$ cat src/rtl/pc_pkg.sv
// Shared constants for the instruction-fetch front end: widths, PC step,
// boot program image and instruction field positions.
package pc_pkg;

   localparam int PC_W      = 8;
   localparam int INSTR_W   = 32;
   localparam int PC_STEP   = 4;
   localparam int ROM_DEPTH = 64;
   localparam int ROM_AW    = 6;

   localparam logic [INSTR_W-1:0] NOP_WORD = 32'h0000_0013;

   // Four-instruction boot program, every remaining word is a nop.
   localparam logic [INSTR_W-1:0] IMEM_INIT [0:ROM_DEPTH-1] = '{
      0:       32'h0050_0093,
      1:       32'h00A0_0113,
      2:       32'h0020_81B3,
      3:       32'h4011_8233,
      default: NOP_WORD
   };

   localparam int RD_LSB  = 7;
   localparam int RD_MSB  = 11;
   localparam int RS1_LSB = 15;
   localparam int RS1_MSB = 19;
   localparam int RS2_LSB = 20;
   localparam int RS2_MSB = 24;
   localparam int IMM_LSB = 20;
   localparam int IMM_MSB = 31;

endpackage

$ cat src/rtl/instr_rom.sv
// Combinational read-only instruction memory holding the boot program image.
module instr_rom
   import pc_pkg::*;
#(
   parameter int DEPTH = ROM_DEPTH
) (
   input  logic [ROM_AW-1:0]  addr_i,
   output logic [INSTR_W-1:0] data_o
);

   // Any index beyond a shrunken depth still reads a harmless nop.
   always_comb begin
      data_o = NOP_WORD;
      if (int'(addr_i) < DEPTH) begin
         data_o = IMEM_INIT[addr_i];
      end
   end

endmodule

$ cat src/rtl/top_pc.sv
// Fetch front end: byte-addressed PC register, +PC_STEP adder, instruction ROM
// lookup and raw field slicing of the fetched word.
module top_pc #(
   parameter int ROM_WORDS = pc_pkg::ROM_DEPTH,
   parameter int PC_STEP   = pc_pkg::PC_STEP
) (
   input  logic        clk,
   input  logic        reset,
   output logic [7:0]  next,
   output logic [7:0]  current,
   output logic [31:0] out,
   output logic [4:0]  RD,
   output logic [4:0]  RS1,
   output logic [4:0]  RS2,
   output logic [11:0] IMM
);

   import pc_pkg::*;

   logic [PC_W-1:0] current_q;
   logic [PC_W-1:0] current_d;

   // Eight-bit sum truncates, so 0xFC rolls over to 0x00 with no carry kept.
   assign current_d = current_q + 8'(PC_STEP);

   always_ff @(posedge clk or negedge reset) begin
      if (!reset) begin
         current_q <= '0;
      end else begin
         current_q <= current_d;
      end
   end

   assign current = current_q;
   assign next    = current_d;

   instr_rom #(
      .DEPTH (ROM_WORDS)
   ) u_instr_rom (
      .addr_i (current_q[PC_W-1:2]),
      .data_o (out)
   );

   assign RD  = out[RD_MSB:RD_LSB];
   assign RS1 = out[RS1_MSB:RS1_LSB];
   assign RS2 = out[RS2_MSB:RS2_LSB];
   assign IMM = out[IMM_MSB:IMM_LSB];

endmodule

$ cat config.mk
export PLATFORM = sky130hd
export DESIGN_NAME = top_pc
export DESIGN_NICKNAME = d
export VERILOG_FILES = /design/src/rtl/pc_pkg.sv /design/src/rtl/instr_rom.sv /design/src/rtl/top_pc.sv
export SDC_FILE = /design/constraint.sdc
export NUM_CORES = 1
export LEC_CHECK = 0
export BUFFER_PORTS_ARGS = -buffer_cell sky130_fd_sc_hd__buf_2
export CORE_MARGIN = 5
export CORE_UTILIZATION = 38
export DETAILED_ROUTE_END_ITERATION = 10
export PLACE_DENSITY = 0.93
export RECOVER_POWER = 25
export REMOVE_ABC_BUFFERS = 1
export SETUP_SLACK_MARGIN = 0.02
export SKIP_LAST_GASP = 1
export SYNTH_ARGS = -nofsm -noshare
export SYNTH_HDL_FRONTEND = slang
export SYNTH_SLANG_ARGS = --single-unit
$ cat constraint.sdc
create_clock -name clk -period 2.7 [get_ports clk]
set_input_delay 0.27 -clock clk [delete_from_list [all_inputs] [get_ports clk]]
set_output_delay 0.27 -clock clk [all_outputs]
set_load 0.005 [all_outputs]
==> key figures <==
Floorplanning
  • DIE AREA: between 2000 and 3000 sq um
  • Die Y-Extent: around 54 um
  • Die Width: 54.3 um
  • Core Region: a little under 2000 sq um
  • Row Count: 16
  • Top Ports: 77
  • Initial core utilization: 0.389

Global route
  • Largest net degree at the start of global routing: 8
  • Initial antenna violation count: 0
  • Total track usage: 0.0843
  • GRT overflow: 0
  • Number of global-route vias before repair: 401
  • First-pass GRT wire length: 1.72 mm

Critical path
  • CP startpoint kind: register
  • Critical path class: reg2out
  • R2r setup slk: 1.58 ns
  • Req. time, crit path: 2.43 ns
  • Critical-path top delay cell: nor4b_1
  • CP startpoint: current[2]
  • Worst Path Buf+Inv: 1
  • Path depth of the worst reg2reg path: 3
  • CP max FO: 7
  • Crit path depth: 4
  • Reg-to-reg endpoint: current[4]
  • CP max stage delay: 0.56 ns
  • Worst path top cell family by delay: simple AND/OR/NAND/NOR gates
  • Crit. End Element: output port
  • WP data arrival: 1.82 ns
  • Crit path to: RS1[1]
  • Ordered list of cells on the worst path: ha_1 > ha_1 > nor4b_1 > buf_2
  • Critical path's most frequent cell: ha_1
  • R2R Path Start: current[2]

Clock tree
  • H-tree Lvls: 1
  • Post-CTS Hold Buffers: 1
  • Clk pin slew, worst setup/hold paths: 0.04 ns
  • Worst-skew pair later-pin latency: 0.24 ns
  • Maximum buffer depth of the clock tree: 2
  • Root Buffer Master: clkbuf_4
  • Buffer count from post-CTS setup fixing: 0
  • Post-CTS sizing: 0
  • Cts bufs inserted: 3
  • Clock sinks: 6
  • CTS tree: done

Job
  • Max_cap viols: 0

Layout
  • Number of diodes: 0
  • Post-layout instance area: 716 sq um
  • Nets: about 120
  • Most common cell after layout, fill and taps aside: conb_1
  • Area Overhead vs Synth: -4.19%
  • Most frequent cells in the layout: conb_1, buf_2, dfrtp_1, inv_1, ha_1
  • Max reg flops: 6
  • Util after Layout: 0.372
  • Layout cells sized above 1: 0.364
  • # fillers: 224

Logic synthesis
  • Post-Synth XOR/XNOR Area: 0.0352
  • Simple logic cell fraction of the synthesized area: 0.104
  • Post-synthesis compound-gate area fraction: 0
  • Syn Area/Cell: 8.49 sq um
  • Adder-cell share of the synthesized area: 0.0670
  • Cells after synthesis: 88
  • Count of different cell masters after synthesis: 13
  • Main combinational cell family by area after synthesis: buffers and inverters
  • Multiplexer share of the synthesized area: 0
  • Seq cells post-synth: 6
  • Seq/Total Area, Yosys: 0.201
  • Yosys warning count: 0
  • Post-Syn Area: roughly 750 sq um

Timing
  • Fin Clk Skew: roughly 0.00047 ns
  • F_max: 479 MHz
  • Slew headroom: 0.527
  • RSZ-0062 raised after global routing: false
  • Fin crit period: 2.09 ns
  • Setup violations, final: 0
  • Final WS setup: 0.613 ns
  • Max-slew violations: 0
  • Least-Margin Pin Slew: roughly 0.7 ns
  • Fin. Hold Viols: 0
  • Period utilization: 0.773
  • Setup TNS: 0 ns

Placement
  • DP HPWL: 1.23 mm
  • Pre-CTS setup slack: roughly 0.84 ns
  • I/O Buffers: 38
  • Routability Congestion: 0.651
  • DP Area: 686 sq um

Pwr
  • P_leak: 0.473 nW
  • Tot Pwr: 0.187 mW
  • Pwr Density: between 200 and 300 nW/um^2
  • Maximum VDD drop: approximately 0.00016 V

Drt
  • WL final: 1.33 mm
  • Via/cell ratio: 3.46
  • DR vias: 474
  • Final ANT Viol Nets: 0
  • Routed wire per std cell: 9.69 um
  • Initial DRC Count: 2
  • Remaining DRCs: 0
  • Pre-antenna DRT Iters: 2

Hold path
  • Min-Delay Path Class: in2async

Run status
  • Status: finished clean
[worst reg2reg max path, stage by stage, from the launching register on]
cell and delay [ns]:
dfrtp_1 0.43, ha_1 0.24, ha_1 0.28, inv_1 0.05
[cells by family after synthesis]
kind of cell | after synthesis
buffers and inverters | 60
and+or+nand+nor | 13
DFF | 6
adders and majority gates | 4
xor gates and xnor gates | 3
other | 2
[cells in the mapped netlist (all sizes together)]
cell type  number  share of area
conb            2          0.010
or4             1          0.015
nor2            3          0.015
nand3           3          0.020
and3            1         0.0084
xnor2           3          0.035
inv             4          0.020
ha              4          0.067
and2            3          0.025
nor4            1         0.0084
buf            56           0.56
dfrtp           6           0.20
nor4b           1          0.012
[report_power, final]
part           internal (mW)  switching (mW)
logic                0.00126          0.0150
clock network         0.0501          0.0303
registers             0.0903               0
total                  0.142          0.0453
[worst min-delay path by stage]
stage,end,depth (start not counted),slack (ns)
after floorplan,current[2],0,-0.03
after detailed placement,current[2],1,0.1
after global placement,current[3],1,0.09
after CTS,current[2],2,0.38
final,current[3],2,0.43
after global routing,current[2],2,0.48
[metal layers]
metal  global-route usage  up-vias  share of wire
li1                     -      221              -
met1               0.0903      208           0.32
met2                0.145       42           0.53
met5                    0        -              0
met3               0.0163        3           0.13
met4               0.0622        0          0.023
[per-stage QoR]
stage          hold slack [ns]  std cells
2_1_floorplan          -0.0256         68
3_3_place_gp            0.0923        133
3_5_place_dp            0.0957        133
4_1_cts                  0.380        137
5_1_grt                  0.475        137
6_report                 0.432        137
[final cells by class]
type                            instances  area (sq um)  share of cell area
Inverter                                4          15.0              0.0210
Tap cell                               27          33.8              0.0472
Sequential cell                         6           150               0.210
Clock buffer                            3          22.5              0.0315
Timing Repair Buffer                   39           198               0.276
Multi-Input combinational cell         58           297               0.414
(Power assumes the default switching activity.)
